[config.mk]
export PLATFORM = sky130hd
export DESIGN_NAME = mux_scan_sequencer
export DESIGN_NICKNAME = d
export VERILOG_FILES = /design/src/rtl/mux_scan_sequencer.sv
export SDC_FILE = /design/constraint.sdc
export NUM_CORES = 1
export LEC_CHECK = 0
export ABC_AREA = 1
export BUFFER_PORTS_ARGS = -buffer_cell sky130_fd_sc_hd__buf_2
export CORE_MARGIN = 2
export CORE_UTILIZATION = 50
export CTS_CLUSTER_DIAMETER = 120
export DETAILED_ROUTE_END_ITERATION = 12
export PLACE_DENSITY = 0.84
export SLEW_MARGIN = 40
export SYNTH_ARGS = -nofsm -noshare
export SYNTH_HDL_FRONTEND = slang
export SYNTH_SLANG_ARGS = --single-unit
[constraint.sdc]
create_clock -name clk -period 2.55 [get_ports clk]
set_clock_uncertainty 0.2 [all_clocks]
set_input_delay 0.1275 -clock clk [delete_from_list [all_inputs] [get_ports clk]]
set_output_delay 0.1275 -clock clk [all_outputs]
set_load 0.005 [all_outputs]
[src/rtl/mux_scan_sequencer.sv]
// Scan sequencer for an NCH-way channel mux: steps a registered select through the
// enabled channels in ascending order and streams each captured sample with its channel tag.
module mux_scan_sequencer #(
    parameter int NCH  = 10,
    parameter int DW   = 16,
    parameter int SELW = 4
) (
    input  logic            clk,
    input  logic            rst,
    input  logic            start,
    input  logic            continuous,
    input  logic [NCH-1:0]  ch_en,
    output logic [SELW-1:0] sel,
    input  logic [DW-1:0]   mux_data,
    output logic            out_valid,
    input  logic            out_ready,
    output logic [DW-1:0]   out_data,
    output logic [SELW-1:0] out_ch,
    output logic            busy,
    output logic            done
);

    typedef enum logic [1:0] {
        IDLE    = 2'd0,
        CAPTURE = 2'd1,
        HOLD    = 2'd2
    } state_t;

    state_t          state;
    logic [NCH-1:0]  mask;

    // Lowest set bit of the live enable input, used when (re)latching the mask.
    logic            en_any;
    logic [SELW-1:0] en_low;

    always_comb begin
        en_any = 1'b0;
        en_low = '0;
        for (int i = NCH - 1; i >= 0; i--) begin
            if (ch_en[i]) begin
                en_any = 1'b1;
                en_low = SELW'(i);
            end
        end
    end

    // Next enabled channel strictly above sel; search stops at NCH-1, never wraps.
    logic            nxt_any;
    logic [SELW-1:0] nxt;

    always_comb begin
        nxt_any = 1'b0;
        nxt     = '0;
        for (int i = NCH - 1; i >= 0; i--) begin
            if (mask[i] && (i > int'(sel))) begin
                nxt_any = 1'b1;
                nxt     = SELW'(i);
            end
        end
    end

    always_ff @(posedge clk) begin
        if (rst) begin
            state     <= IDLE;
            mask      <= '0;
            sel       <= '0;
            out_valid <= 1'b0;
            out_data  <= '0;
            out_ch    <= '0;
            busy      <= 1'b0;
            done      <= 1'b0;
        end else begin
            done <= 1'b0;
            case (state)
                IDLE: begin
                    if (start) begin
                        if (en_any) begin
                            mask  <= ch_en;
                            sel   <= en_low;
                            busy  <= 1'b1;
                            state <= CAPTURE;
                        end else begin
                            done <= 1'b1;
                        end
                    end
                end
                // sel has been stable a full cycle by now, so the mux output is settled.
                CAPTURE: begin
                    out_data  <= mux_data;
                    out_ch    <= sel;
                    out_valid <= 1'b1;
                    state     <= HOLD;
                end
                HOLD: begin
                    if (out_valid && out_ready) begin
                        out_valid <= 1'b0;
                        if (nxt_any) begin
                            sel   <= nxt;
                            state <= CAPTURE;
                        end else begin
                            done <= 1'b1;
                            if (continuous) begin
                                mask <= ch_en;
                            end
                            if (continuous && en_any) begin
                                sel   <= en_low;
                                state <= CAPTURE;
                            end else begin
                                sel   <= '0;
                                busy  <= 1'b0;
                                state <= IDLE;
                            end
                        end
                    end
                end
                default: begin
                    state <= IDLE;
                    busy  <= 1'b0;
                end
            endcase
        end
    end

endmodule

==> impl_metrics.toml <==
[run_status]
status = "completed"

[setup_path]
worst-setup-path-type = "flop to flop"
critPathMaxFanout = 7
reg2reg_from = "sel[3]$_SDFFE_PP0P_"
rr_endpoint = "done$_SDFF_PP0_"
cp_num_buf_inv = 1
cp_common_cell = "nor2_1"
worstSetupEndpointType = "flop"
r2r_cells = 9
cp_cell_sequence = "nor2_1 > nand3_1 > nand2_1 > nor2_1 > nand2_1 > nor2_4 > a32oi_1 > nor2_1 > dlygate4sd3_1"
rrSetupSlack_ns = 0.29
path_delay_family = "simple AND/OR/NAND/NOR gates"
start_kind = "flop"
worstPathArrival_ns = 2.31
required_ns = 2.60
cp_slowest_cell = "dlygate4sd3_1"
crit_path_max_incr_delay_ns = 0.55

[layout]
fillerInstances = 276
seq_area_um2 = 761
nets = 396
final_common_cell = "nor2_1"
final_cell_mix = "64 x nor2_1, 59 x nand2_1, 57 x buf_2"
final_util = 0.740
drive_above_1_share = 0.216
syn2layout_area_growth_pct = 39.1
diodes = 0
stdcell_area_um2 = 2530
stdcell_count = 412
multi_input_area_um2 = 878

[min_path]
hold_end = "mask[6]$_SDFFE_PP0P_"
holdPathStages = 4
min_from = "continuous"
min_path_type = "input port to flop"

[yosys]
yosys_warnings = 0
syn_avg_cell_area_um2 = 6.60
synth_area_um2 = 1820
synth_seq_cells = 38
synth_nets = 306
synth_cell_types = 26
synth-seq-area-share = 0.419
synthCells = 275

[global_route]
grt-ovfl-total = 0
grt_usage = 0.258
grt_pass1_vias = 1924
antenna_found_initial = 0
grt_max_degree = 26
grt_pass1_wl_um = 8220

[routing]
drc_errors = 0
initialDrtViolationCount = 79
viasPerCell = 4.89
drtPass1Iterations = 4
met3_length_um = 323
route.antenna.remaining_nets = 0
wire_per_inst_um = 12.3
routed_wl_um = 5080
top_layer = "met4"
route.met2.wl_um = 2660
wirelength_met1_um = 2000
vias = 2015

[die]
ios = 58
initial_core_util = 0.532
coreArea_um2 = 3420
dieArea_um2 = 4130
die_w_um = 64.3
die_y_um = 64.3
num_rows = 21

[place]
numPlacedInstances = 374
place.gp.congestion = 0.905
place_area_um2 = 2140
port_buffers = 57
place_ws_ns = 0.543
dpl.hpwl_um = 3330

[flow_run]
drv_cap = 0

[clocking]
cts.reportedPaths.clkPinSlew_ns = 0.11
cts_tree = "built"
htree_levels = 2
clock_path_buffers = 2
post_cts_resized = 0
clkSinkCount = 38
cts_buffers = 5
insertion_delay_ns = 0.36
cts-root-buf = "clkbuf_4"

[timing]
layout_min_cycle_time_ns = 2.26
setup_tns_ns = 0
hold_viol_final = 0
finalCritPeriodShare = 0.886
tightestPinTransition_ns = 0.674
fin_ws_ns = 0.291
fmax_mhz = 443
rsz0062_at_grt = "no"
setup_viol = 0
max_slew_margin = 0.550
report.final.slew_viol_count = 0

[power_and_ir_drop]
peakVddDrop_v = 0.000471
p_leak_nw = 1.29
p_per_area_nw_per_um2 = 814
-- metal layers --
metal / global-route usage / vias up
li1: - / 1042
met1: 0.278 / 891
met2: 0.461 / 70
met3: 0.0599 / 12
met4: 0.141 / 0
met5: 0 / -
-- worst min-delay path, stage by stage --
cell	delay, ns
buf_2	0.12
o211ai_4	0.19
nor2_1	0.14
nor2_1	0.05
-- cell families after synthesis --
| logic type | after synthesis | share of synthesized area |
|---|---|---|
| and+or+nand+nor | 143 | 0.325 |
| AOI/OAI and AO/OA | 50 | 0.159 |
| buffers and inverters | 44 | 0.0972 |
| DFF | 38 | 0.419 |
-- sequential cells by signal, summed over array words and instances (netlist names) --
| name | cells |
|---|---|
| out_data | 16 |
| mask | 9 |
| out_ch | 4 |
| sel | 4 |
| state | 2 |
| busy | 1 |
| done | 1 |
| out_valid | 1 |
-- layout make-up --
type	instances	share of cell area
multi-input combinational	193	0.348
sequential	38	0.301
timing repair buffer	90	0.241
inverter	37	0.0550
tap	46	0.0228
clock inverter	3	0.0178
clock buffer	5	0.0149
-- per-stage QoR --
stage | power [mW] | hold WS, ns
6_report | 2.06 | 0.0995
5_1_grt | 2.22 | 0.146
4_1_cts | 2.05 | 0.0909
3_5_place_dp | 1.60 | 0.157
3_3_place_gp | 1.58 | 0.150
2_1_floorplan | 1.37 | -0.00343
-- worst max-delay path by stage --
stage | startpoint | endpoint | slack, ns | cells after the start
after floorplan | sel[1]$_SDFFE_PP0P_ | mask[1]$_SDFFE_PP0P_ | 0.72 | 12
after global placement | sel[0]$_SDFFE_PP0P_ | mask[9]$_SDFFE_PP0P_ | 0.57 | 11
after detailed placement | sel[0]$_SDFFE_PP0P_ | mask[2]$_SDFFE_PP0P_ | 0.54 | 11
after CTS | sel[3]$_SDFFE_PP0P_ | done$_SDFF_PP0_ | 0.31 | 9
after global routing | sel[3]$_SDFFE_PP0P_ | done$_SDFF_PP0_ | 0.05 | 9
final | sel[3]$_SDFFE_PP0P_ | done$_SDFF_PP0_ | 0.29 | 9
-- synthesized netlist by cell type --
cell type	count	area share
nor2_1	64	0.13
nand2_1	59	0.12
dfxtp_1	38	0.42
inv_1	35	0.072
o21ai_0	27	0.074
a21oi_1	13	0.036
nand3_1	9	0.025
clkbuf_1	5	0.010
nor3_1	3	0.0083
a211oi_1	2	0.0083
inv_2	2	0.0041
nand4_1	2	0.0069
nor2_4	2	0.012
o21ai_2	2	0.0097
a31oi_1	1	0.0034
a32oi_1	1	0.0048
buf_6	1	0.0062
clkbuf_4	1	0.0041
nand2_2	1	0.0034
nand2_4	1	0.0062
nor2_2	1	0.0034
nor3_2	1	0.0055
o211ai_1	1	0.0041
o211ai_4	1	0.012
o21ai_1	1	0.0028
o22ai_1	1	0.0034
-- power by group --
part | internal (mW) | total [mW] | switching, mW | leakage [nW]
logic | 0.322 | 0.828 | 0.506 | 0.939
registers | 0.725 | 0.813 | 0.0871 | 0.313
clock network | 0.206 | 0.415 | 0.210 | 0.0374
total | 1.25 | 2.06 | 0.803 | 1.29
-- repair_timing --
| item | in CTS | in global routing |
|---|---|---|
| hold endpoints to repair | 30 | 0 |
| buffers inserted | 0 | 0 |
| hold buffers | 30 | 0 |
Note: power is estimated with default switching activity, not from simulation.
